==> src/rtl/riscv_pkg.sv <==
// Shared RV32I decode definitions: opcodes, ALU encodings, immediate formats
// and the decoded bundle carried from decode into execute.
package riscv_pkg;

  localparam int XLEN_C = 32;

  // Major opcodes (instr[6:0])
  localparam logic [6:0] OPC_LUI    = 7'b0110111;
  localparam logic [6:0] OPC_AUIPC  = 7'b0010111;
  localparam logic [6:0] OPC_JAL    = 7'b1101111;
  localparam logic [6:0] OPC_JALR   = 7'b1100111;
  localparam logic [6:0] OPC_BRANCH = 7'b1100011;
  localparam logic [6:0] OPC_LOAD   = 7'b0000011;
  localparam logic [6:0] OPC_STORE  = 7'b0100011;
  localparam logic [6:0] OPC_OPIMM  = 7'b0010011;
  localparam logic [6:0] OPC_OP     = 7'b0110011;

  // ALU operation codes; 11..15 are reserved
  localparam logic [3:0] ALU_ADD   = 4'd0;
  localparam logic [3:0] ALU_SUB   = 4'd1;
  localparam logic [3:0] ALU_SLL   = 4'd2;
  localparam logic [3:0] ALU_SLT   = 4'd3;
  localparam logic [3:0] ALU_SLTU  = 4'd4;
  localparam logic [3:0] ALU_XOR   = 4'd5;
  localparam logic [3:0] ALU_SRL   = 4'd6;
  localparam logic [3:0] ALU_SRA   = 4'd7;
  localparam logic [3:0] ALU_OR    = 4'd8;
  localparam logic [3:0] ALU_AND   = 4'd9;
  localparam logic [3:0] ALU_PASSB = 4'd10;

  typedef enum logic [2:0] {
    IMM_I    = 3'd0,
    IMM_S    = 3'd1,
    IMM_B    = 3'd2,
    IMM_U    = 3'd3,
    IMM_J    = 3'd4,
    IMM_NONE = 3'd5
  } imm_fmt_e;

  typedef struct packed {
    logic [31:0] pc;
    logic [4:0]  rs1;
    logic [4:0]  rs2;
    logic [4:0]  rd;
    logic [31:0] imm;
    logic [3:0]  alu_op;
    logic        reg_write;
    logic        mem_read;
    logic        mem_write;
    logic        branch;
    logic        jump;
    logic        illegal;
  } decoded_t;

  // Build the sign-extended immediate for the given format.
  function automatic logic [31:0] imm_gen(input logic [31:0] instr, input imm_fmt_e fmt);
    logic [31:0] imm;
    case (fmt)
      IMM_I:   imm = {{20{instr[31]}}, instr[31:20]};
      IMM_S:   imm = {{20{instr[31]}}, instr[31:25], instr[11:7]};
      IMM_B:   imm = {{19{instr[31]}}, instr[31], instr[7], instr[30:25], instr[11:8], 1'b0};
      IMM_U:   imm = {instr[31:12], 12'h000};
      IMM_J:   imm = {{11{instr[31]}}, instr[31], instr[19:12], instr[20], instr[30:21], 1'b0};
      default: imm = 32'h0000_0000;
    endcase
    return imm;
  endfunction

  // Map funct3 (plus the funct7[5] alternate bit) onto an ALU operation.
  // 'alt_sub' selects SUB for funct3=000 (register form only); 'alt_sra'
  // selects SRA for funct3=101.
  function automatic logic [3:0] alu_from_funct3(input logic [2:0] funct3,
                                                 input logic       alt_sub,
                                                 input logic       alt_sra);
    logic [3:0] op;
    case (funct3)
      3'b000:  op = alt_sub ? ALU_SUB : ALU_ADD;
      3'b001:  op = ALU_SLL;
      3'b010:  op = ALU_SLT;
      3'b011:  op = ALU_SLTU;
      3'b100:  op = ALU_XOR;
      3'b101:  op = alt_sra ? ALU_SRA : ALU_SRL;
      3'b110:  op = ALU_OR;
      3'b111:  op = ALU_AND;
      default: op = ALU_ADD;
    endcase
    return op;
  endfunction

endpackage

==> src/rtl/rv_decoder.sv <==
// Purely combinational RV32I decoder: instruction word + PC -> decoded bundle.
module rv_decoder
  import riscv_pkg::*;
(
  input  logic [31:0] instr,
  input  logic [31:0] pc,
  output decoded_t    dec
);

  imm_fmt_e   fmt_s;
  logic [6:0] opcode_s;
  logic       rw_s;

  assign opcode_s = instr[6:0];

  // Opcode decode into format, ALU op and control flags
  always_comb begin
    dec           = '0;
    fmt_s         = IMM_NONE;
    rw_s          = 1'b0;
    dec.pc        = pc;
    dec.rs1       = instr[19:15];
    dec.rs2       = instr[24:20];
    dec.rd        = instr[11:7];
    dec.alu_op    = ALU_ADD;
    case (opcode_s)
      OPC_LUI: begin
        fmt_s      = IMM_U;
        dec.alu_op = ALU_PASSB;
        rw_s       = 1'b1;
      end
      OPC_AUIPC: begin
        fmt_s      = IMM_U;
        dec.alu_op = ALU_ADD;
        rw_s       = 1'b1;
      end
      OPC_JAL: begin
        fmt_s    = IMM_J;
        dec.jump = 1'b1;
        rw_s     = 1'b1;
      end
      OPC_JALR: begin
        fmt_s    = IMM_I;
        dec.jump = 1'b1;
        rw_s     = 1'b1;
      end
      OPC_BRANCH: begin
        fmt_s      = IMM_B;
        dec.branch = 1'b1;
        dec.alu_op = ALU_SUB;
      end
      OPC_LOAD: begin
        fmt_s        = IMM_I;
        dec.mem_read = 1'b1;
        rw_s         = 1'b1;
        dec.alu_op   = ALU_ADD;
      end
      OPC_STORE: begin
        fmt_s         = IMM_S;
        dec.mem_write = 1'b1;
        dec.alu_op    = ALU_ADD;
      end
      OPC_OPIMM: begin
        fmt_s      = IMM_I;
        rw_s       = 1'b1;
        // No SUBI exists; only the shift form uses funct7[5]
        dec.alu_op = alu_from_funct3(instr[14:12], 1'b0, instr[30]);
      end
      OPC_OP: begin
        fmt_s      = IMM_NONE;
        rw_s       = 1'b1;
        dec.alu_op = alu_from_funct3(instr[14:12], instr[30], instr[30]);
      end
      default: begin
        fmt_s       = IMM_NONE;
        dec.illegal = 1'b1;
      end
    endcase
    dec.imm = imm_gen(instr, fmt_s);
    // Writes to x0 are architecturally discarded, so never request one
    dec.reg_write = rw_s & (instr[11:7] != 5'd0);
  end

endmodule

==> src/rtl/id_stage.sv <==
// Instruction decode stage: main + skid output registers with a registered
// in_ready, an occupancy FSM and flush support.
module id_stage
  import riscv_pkg::*;
#(
  parameter int XLEN = 32
) (
  input  logic            clock,
  input  logic            reset,
  input  logic            in_valid,
  output logic            in_ready,
  input  logic [31:0]     in_instr,
  input  logic [XLEN-1:0] in_pc,
  input  logic            flush,
  output logic            out_valid,
  input  logic            out_ready,
  output logic [XLEN-1:0] out_pc,
  output logic [4:0]      out_rs1,
  output logic [4:0]      out_rs2,
  output logic [4:0]      out_rd,
  output logic [XLEN-1:0] out_imm,
  output logic [3:0]      out_alu_op,
  output logic            out_reg_write,
  output logic            out_mem_read,
  output logic            out_mem_write,
  output logic            out_branch,
  output logic            out_jump,
  output logic            out_illegal
);

  typedef enum logic [1:0] {
    ST_EMPTY = 2'd0,
    ST_MAIN  = 2'd1,
    ST_FULL  = 2'd2
  } occ_e;

  occ_e     state_q, state_d;
  decoded_t main_q, main_d;
  decoded_t skid_q, skid_d;
  logic     in_ready_q, in_ready_d;
  logic     out_valid_q, out_valid_d;
  decoded_t dec_s;
  logic     accept_s;
  logic     pop_s;

  rv_decoder u_dec (
    .instr (in_instr),
    .pc    (in_pc),
    .dec   (dec_s)
  );

  assign accept_s = in_valid & in_ready_q;
  assign pop_s    = out_valid_q & out_ready;

  // Occupancy next-state, register loads and registered handshake signals
  always_comb begin
    state_d = state_q;
    main_d  = main_q;
    skid_d  = skid_q;
    case (state_q)
      ST_EMPTY: begin
        if (accept_s) begin
          main_d  = dec_s;
          state_d = ST_MAIN;
        end else begin
          state_d = ST_EMPTY;
        end
      end
      ST_MAIN: begin
        if (accept_s && pop_s) begin
          main_d  = dec_s;
          state_d = ST_MAIN;
        end else if (accept_s) begin
          skid_d  = dec_s;
          state_d = ST_FULL;
        end else if (pop_s) begin
          state_d = ST_EMPTY;
        end else begin
          state_d = ST_MAIN;
        end
      end
      ST_FULL: begin
        // in_ready is low here, so only the drain path exists
        if (pop_s) begin
          main_d  = skid_q;
          state_d = ST_MAIN;
        end else begin
          state_d = ST_FULL;
        end
      end
      default: begin
        state_d = ST_EMPTY;
      end
    endcase

    if (flush) begin
      // Drop everything, including a same-cycle accept; data may go stale
      // but no control flag may survive except the illegal marker
      state_d          = ST_EMPTY;
      main_d.reg_write = 1'b0;
      main_d.mem_read  = 1'b0;
      main_d.mem_write = 1'b0;
      main_d.branch    = 1'b0;
      main_d.jump      = 1'b0;
    end else begin
      main_d = main_d;
    end

    in_ready_d  = (state_d != ST_FULL);
    out_valid_d = (state_d != ST_EMPTY);
  end

  // State and bundle registers with synchronous reset
  always_ff @(posedge clock) begin
    if (reset) begin
      state_q     <= ST_EMPTY;
      main_q      <= '0;
      skid_q      <= '0;
      in_ready_q  <= 1'b1;
      out_valid_q <= 1'b0;
    end else begin
      state_q     <= state_d;
      main_q      <= main_d;
      skid_q      <= skid_d;
      in_ready_q  <= in_ready_d;
      out_valid_q <= out_valid_d;
    end
  end

  assign in_ready      = in_ready_q;
  assign out_valid     = out_valid_q;
  assign out_pc        = main_q.pc;
  assign out_rs1       = main_q.rs1;
  assign out_rs2       = main_q.rs2;
  assign out_rd        = main_q.rd;
  assign out_imm       = main_q.imm;
  assign out_alu_op    = main_q.alu_op;
  assign out_reg_write = main_q.reg_write;
  assign out_mem_read  = main_q.mem_read;
  assign out_mem_write = main_q.mem_write;
  assign out_branch    = main_q.branch;
  assign out_jump      = main_q.jump;
  assign out_illegal   = main_q.illegal;

endmodule

==> config.mk <==
export PLATFORM = sky130hd
export DESIGN_NAME = id_stage
export DESIGN_NICKNAME = d
export VERILOG_FILES = /design/src/rtl/riscv_pkg.sv /design/src/rtl/rv_decoder.sv /design/src/rtl/id_stage.sv
export SDC_FILE = /design/constraint.sdc
export NUM_CORES = 1
export LEC_CHECK = 0
export BUFFER_PORTS_ARGS = -buffer_cell sky130_fd_sc_hd__buf_4
export CAP_MARGIN = 20
export CORE_MARGIN = 2
export CORE_UTILIZATION = 44
export CTS_CLUSTER_DIAMETER = 150
export CTS_CLUSTER_SIZE = 24
export DETAILED_ROUTE_END_ITERATION = 10
export PLACE_DENSITY = 0.76
export SYNTH_ARGS = -nofsm -noshare
export SYNTH_HDL_FRONTEND = slang
export SYNTH_HIERARCHICAL = 1
export SYNTH_SLANG_ARGS = --single-unit
==> constraint.sdc <==
create_clock -name clock -period 3.2 [get_ports clock]
set_input_delay 0.16 -clock clock [delete_from_list [all_inputs] [get_ports clock]]
set_output_delay 0.16 -clock clock [all_outputs]
set_load 0.02 [all_outputs]
==> results_dict.tcl, run 1 <==
set metrics [dict create \
    cp.arrival_ns 2.52 \
    die_w_um 146.8 \
    area_growth_pct 19.76 \
    topRoutingLayerUsed "met4" \
    slew_violations 0 \
    grt_pass1_vias 7553 \
    grt_use_total_pct 23.38 \
    startpoint "in_ready" \
    path_clk_slew_ns 0.06 \
    drt_wl_total_um 26180 \
    vias_per_cell 6.183 \
    num_io_pins 160 \
    crit_path_start_kind "flip-flop" \
    yosys.cell_types.count 46 \
    via_count 8199 \
    nNetsFinal 1113 \
    fin_skew_ns 0.007490 \
    htree_num_levels 4 \
    leakage_nw 4.510 \
    cp.required_ns 3.53 \
    timing.final.ws_setup_ns 1.016 \
    slew_headroom_pct 35.33 \
    synth_area_leader_cell "dfxtp_1" \
    yosys.cell_count.top_type "dfxtp_1" \
    hp-start "in_pc[18]" \
    layout-drive-gt1-share_pct 21.59 \
    dp.final_hpwl_um 15250 \
    avgSynthCellArea_um2 9.073 \
    die_h_um 146.8 \
    peakVddDrop_mv 0.2992 \
    grt_max_degree 174 \
    place_congestion 0.8833 \
    ys_seq_elements 182 \
    syn_area_um2 8974 \
    async_flop_share_pct 0 \
    max_stage_delay_ns 0.78 \
    syn_inst 989 \
    yosysTopAreaCellShare_pct 40.60 \
    grt_overflow 0 \
    start_util_pct 44.64 \
    ant_nets 0 \
    hold_violations 0 \
    status "finished clean" \
    core_area_um2 20100 \
    criticalPathCategory "flip-flop to flip-flop" \
    cts.sinks 182 \
    clock_tree.root_cell "clkbuf_16" \
    synthTopCellsByCount "182 x dfxtp_1, 93 x a21oi_1, 90 x a211oi_1, 90 x mux2i_1, 90 x nand3_1" \
    clk_latency_ns 0.43 \
    rsz0062_at_grt "false" \
    min_period_over_period_pct 68.26 \
    cts_buffer_depth 2 \
    path_max_fanout 90 \
    die_area_um2 21550 \
    setup-violations-final 0 \
    drc 0 \
    fin_setup_tns_ns 0 \
    worstSetupEndpointType "flip-flop" \
    yosysWarnings 6 \
    synth_area_leaders "dfxtp_1 41%, mux2i_1 10%, a2111oi_0 8.7%, a211oi_1 7.5%, a21oi_1 5.2%" \
    min_period_ns 2.184 \
    cpMaxStageDelayCell "buf_4" \
    fmax_mhz 457.8 \
    nFillCells 1825 \
    route.met2.wl_um 12490 \
    routed-wl-met3_um 1723 \
    cts_buffers 17 \
    drt_pre_antenna_iters 6 \
    tightest_slew_ns 0.9700 \
    routedWlPerCell_um 19.74 \
    antennaDiodeCount 0 \
    r2r_start "in_ready" \
    grt_pass1_wl_um 41190 \
    rows 52 \
    cts_resized 0 \
    powerDensity_nw_per_um2 516.7 \
    drt-met1-wl_um 11100 \
    io_buffers 159 \
    min_path_type "input pin to flip-flop" \
    drt_iter0_drc 1049 \
    synth_edf_count 0 \
    post_cts_buffers 0 \
    syn_nets 1058 \
    yosysSeqAreaShare_pct 40.60 \
    drv_cap 0 \
    antenna_found_initial 0 \
    cts_tree "built" \
    crit_path_cell_trace "nor4bb_4, buf_4, a2111oi_0, a211oi_1" \
    synth_ff_type "dfxtp_1" \
    dp_slack_ns 1.078 \
]
-- cell usage in the layout, fill, tap and decap left out, types with 4 or more instances in the layout --
master           n
a211oi_1        90
a21o_1          21
o21ai_1         10
nand3_1         90
nor2_1          11
dlygate4sd3_1   27
a22o_1           4
nor2b_1          6
clkbuf_16       17
nand2_1         10
a21oi_1         93
bufinv_16        4
dfxtp_1        182
o21ai_0         85
mux2i_1         90
clkinv_4         4
a2111oi_0       89
buf_4          169
buf_12           8
-- worst paths after layout --
kind                 endpoint  slack (ns)  depth (start not counted)
setup / recovery  out_imm[12]        1.02                          4
hold / removal     skid_q[75]        0.01                          3
setup reg to reg  out_imm[12]        1.02                          4
hold reg to reg    skid_q[16]        0.47                          2
-- registers in the layout, indices dropped and copies added, names as in the netlist, 2 cells and up --
| signal | count |
|---|---|
| skid_q | 89 |
| out_rs2 | 5 |
| out_alu_op | 4 |
| state_q | 2 |
| out_rs1 | 5 |
| out_pc | 32 |
| out_rd | 5 |
| out_imm | 32 |
-- power by group --
part           total [W]  internal, W  switching [W]
Clock            0.00222      0.00133       0.000894
Combinational   0.000882     0.000349       0.000533
Sequential       0.00245      0.00238      0.0000703
-- per-stage QoR --
stage               util [%]  hold slack, ns  power, W  instance area, um^2  cells
floorplan                  -          0.3479  0.003026                 8974    989
global placement       48.99          0.4333  0.003334                 9848   1267
detailed placement     48.99          0.4389  0.003345                 9848   1267
CTS                    53.42       0.0002736  0.005573                10740   1325
global route           53.45         0.01173  0.005747                10750   1326
finish                 53.45         0.01012  0.005553                10750   1326
-- cell families (layout without fill, tap and decap cells) --
family | count (synthesis) | count (layout) | share of synthesized area (%)
AO/OA/AOI/OAI | 405 | 405 | 30.35
multiplexers | 92 | 92 | 10.29
buffers and inverters | 171 | 238 | 10.49
flip-flops | 182 | 182 | 40.60
AND/OR/NAND/NOR | 139 | 139 | 8.268
-- cell type report --
type,instances,area (um^2),area share [%]
inverters,2,7.507,0.06986
clock inverters,11,173.9,1.618
well taps,270,337.8,3.144
clock buffers,20,446.7,4.156
flip-flops and latches,182,3643,33.90
multi-input cells,636,4431,41.23
repair buffers,205,1707,15.88
-- timing repair --
item                       CTS  global route
hold endpoints to repair    27             0
hold buffers                27             0
setup endpoints to repair    0             0
-- worst max-delay path: cells and delay by family, from the launching register on --
kind	cells	cell delay (ns)
AO/OA/AOI/OAI	2	0.50
AND/OR/NAND/NOR	1	0.35
flip-flops	1	0.41
buffers and inverters	1	0.78
-- metal layers --
metal / global-route usage (%) / vias up
met5: 0 / -
met4: 10.15 / 0
met3: 4.938 / 60
met2: 37.28 / 298
met1: 30.70 / 4003
li1: - / 3838
Power figures use the tool's default switching activity.
==> run 2, diff against run 1 <==
ABC_AREA = 1   (was unset)
clock period = 2.01 ns   (was 3.2 ns; I/O delays follow)
==> run 2 against run 1 <==
Non-clock buffer count is 13 higher. Register-to-register slack worse by 0.76 ns. Sequential cell count stayed put. Highest routed layer unchanged. Maximum frequency is 25% higher. Sequential share of layout area is 1.1 points lower. Global-route usage is 2.5 points lower. Largest power group unchanged. Die area is 2.3% higher. Core utilization is 1.1 points higher.
==> results_dict.tcl, run 2 <==
set metrics [dict create \
    async_flop_share_pct 0 \
    worstSetupEndpointType "flip-flop" \
    p_int_w 0.006108 \
    cts_buffer_depth 2 \
    die_w_um 148.5 \
    ant_nets 0 \
    grt_use_total_pct 20.89 \
    fin_area_um2 11110 \
    crit_path_cell_trace "nand2_1, inv_1, nand3_4, buf_12, o21ai_0, a21oi_1" \
    status "finished clean" \
    drt_pre_antenna_iters 5 \
    setup-violations-final 0 \
    min_to "skid_q[47]" \
    grt_max_degree 74 \
    yosysTopAreaCellShare_pct 39.65 \
    min_period_ns 1.752 \
    antenna_found_initial 0 \
    p_comb_share_pct 17.2 \
    dp.final_hpwl_um 15310 \
    r2r_start "in_ready" \
    num_io_pins 160 \
    cts_resized 0 \
    start_util_pct 45.12 \
    die_area_um2 22060 \
    cp.required_ns 2.32 \
    fin_cells 1714 \
    fin_setup_tns_ns 0 \
    fmax_mhz 570.6 \
    min_path_type "input pin to flip-flop" \
    regArea_um2 3643 \
    clk_latency_ns 0.43 \
    synth_ff_type "dfxtp_1" \
    peakVddDrop_mv 0.5573 \
    p_clk_share_pct 37.4 \
    timing.final.ws_setup_ns 0.2576 \
    avgSynthCellArea_um2 6.862 \
    synth_edf_count 0 \
    yosysSeqAreaShare_pct 39.65 \
    path_clk_slew_ns 0.08 \
    holdPathStages 3 \
    drc 0 \
    fin_skew_ns 0.01409 \
    cts_tree "built" \
    rr_worst_depth 6 \
    power.net_switching_w 0.002541 \
    yosys.cell_types.count 23 \
    vias_per_cell 5.042 \
    dp_slack_ns 0.05428 \
    clock_tree.root_cell "clkbuf_16" \
    final_cell_mix "253 x nand2_1, 182 x dfxtp_1, 172 x o21ai_0" \
    syn_area_um2 9189 \
    grt_pass1_wl_um 37450 \
    ys_seq_elements 182 \
    rsz0062_at_grt "false" \
    leakage_nw 5.006 \
    cpMaxStageDelayCell "nand3_4" \
    drt_wl_total_um 23310 \
    via_count 8642 \
    seqPwrFrac_pct 45.3 \
    layout_commonest_cell "nand2_1" \
    layout-drive-gt1-share_pct 16.41 \
    tightest_slew_ns 0.4948 \
    place_congestion 0.8709 \
    rows 52 \
    nFillCells 1914 \
    slew_headroom_pct 66.98 \
    syn_inst 1339 \
    yosys.cell_count.top_type "nand2_1" \
    largest_register_ffs 89 \
    rr_endpoint "skid_q[21]" \
    max_stage_delay_ns 0.39 \
    top_register "skid_q" \
    synth_area_leader_cell "dfxtp_1" \
    synthTopCellsByCount "253 x nand2_1, 182 x dfxtp_1, 172 x o21ai_0, 160 x a21oi_1, 136 x inv_1" \
    cp.arrival_ns 2.06 \
    grt_pass1_vias 7473 \
    criticalPathCategory "flip-flop to flip-flop" \
    cts_buffers 17 \
    r2r_setup_slack_ns 0.26 \
    drv_cap 0 \
    slew_violations 0 \
    drt_iter0_drc 670 \
    p_sw_share_pct 29.37 \
    nNetsFinal 1500 \
    routedWlPerCell_um 13.60 \
    area_growth_pct 20.92 \
    place_inst 1642 \
    hold_violations 0 \
    powerDensity_nw_per_um2 778.4 \
    die_h_um 148.5 \
    syn_nets 1408 \
    hp-start "in_instr[20]" \
    synth_area_leaders "dfxtp_1 40%, nand2_1 10%, o21ai_0 9.4%, a21oi_1 8.7%, nand3b_1 5.6%" \
    yosysWarnings 6 \
    htree_num_levels 4 \
    path_max_fanout 61 \
    grt_overflow 0 \
    multi_input_area_um2 4155 \
    min_period_over_period_pct 87.18 \
    io_buffers 159 \
    place_area_um2 10150 \
    core_area_um2 20360 \
    cts.sinks 182 \
    crit_path_start_kind "flip-flop" \
    antennaDiodeCount 0 \
]
run 2: changes by cell type after synthesis, sizes merged, moves of 6 or more:
cell | previous run | this run
a2111oi | 89 | 0
a211oi | 91 | 0
a21o | 21 | 0
a21oi | 94 | 160
buf | 88 | 110
clkbuf | 81 | 35
inv | 2 | 141
mux2i | 90 | 0
nand2 | 10 | 264
nand3 | 90 | 56
nand3b | 1 | 69
nor2 | 11 | 128
nor2b | 6 | 0
o21ai | 95 | 182
run 2: routing by layer:
metal	wire length (um)	part of all wire, %	vias to the layer above	GRT usage (%)
met5	0	0	-	0
met4	403	1.7	0	6.381
met3	1449	6.2	25	4.571
met2	10740	46	239	33.47
met1	10720	46	3941	28.26
li1	-	-	4437	-
run 2: what timing repair did:
action / in CTS / in global routing
endpoints found under the hold margin: 46 / 0
setup buffers: 0 / 0
hold buffers: 40 / 0
run 2: metrics by stage:
stage	hold WS, ns	power [W]	util, %
3_5_place_dp	0.3893	0.005427	49.86
5_1_grt	0.02687	0.009064	54.56
3_3_place_gp	0.3764	0.005400	49.86
6_report	0.01680	0.008649	54.56
2_1_floorplan	0.2643	0.004958	-
4_1_cts	0.006072	0.008726	54.56
run 2: worst max-delay path: cells and delay by family (launching register included):
family	cells	cell delay [ns]
AND/OR/NAND/NOR	2	0.47
flip-flops	1	0.37
buffers and inverters	2	0.51
AO/OA/AOI/OAI	2	0.25
run 2: area by class of cell:
class	instances	area share (%)
Timing Repair Buffer	218	16.98
Clock buffer	17	3.829
Inverter	141	4.786
Clock inverter	15	1.171
Sequential cell	182	32.79
Multi-Input combinational cell	871	37.40
Tap cell	270	3.041
run 2: worst max-delay path by stage:
stage / slack (ns) / to / startpoint / depth (start not counted)
floorplan: 0.61 / out_imm[10] / out_valid / 7
global placement: 0.11 / out_imm[24] / in_instr[1] / 13
detailed placement: 0.05 / out_imm[30] / in_instr[1] / 13
CTS: 0.26 / skid_q[15] / in_ready / 6
global route: 0.08 / skid_q[29] / in_ready / 6
finish: 0.26 / skid_q[21] / in_ready / 6
run 2: cell families after synthesis:
logic type	after synthesis	synth area share (%)
AOI/OAI and AO/OA	348	19.12
buffers and inverters	286	15.45
DFF	182	39.65
and+or+nand+nor	523	25.78
run 2: power groups by stage:
stage / clock, W / sequential [W] / combinational (W)
after CTS: 0.00331 / 0.00392 / 0.00149
final: 0.00324 / 0.00392 / 0.00149
after detailed placement: 0 / 0.00400 / 0.00142
after floorplan: 0 / 0.00417 / 0.000789
after global placement: 0 / 0.00400 / 0.00140
after global routing: 0.00347 / 0.00394 / 0.00165
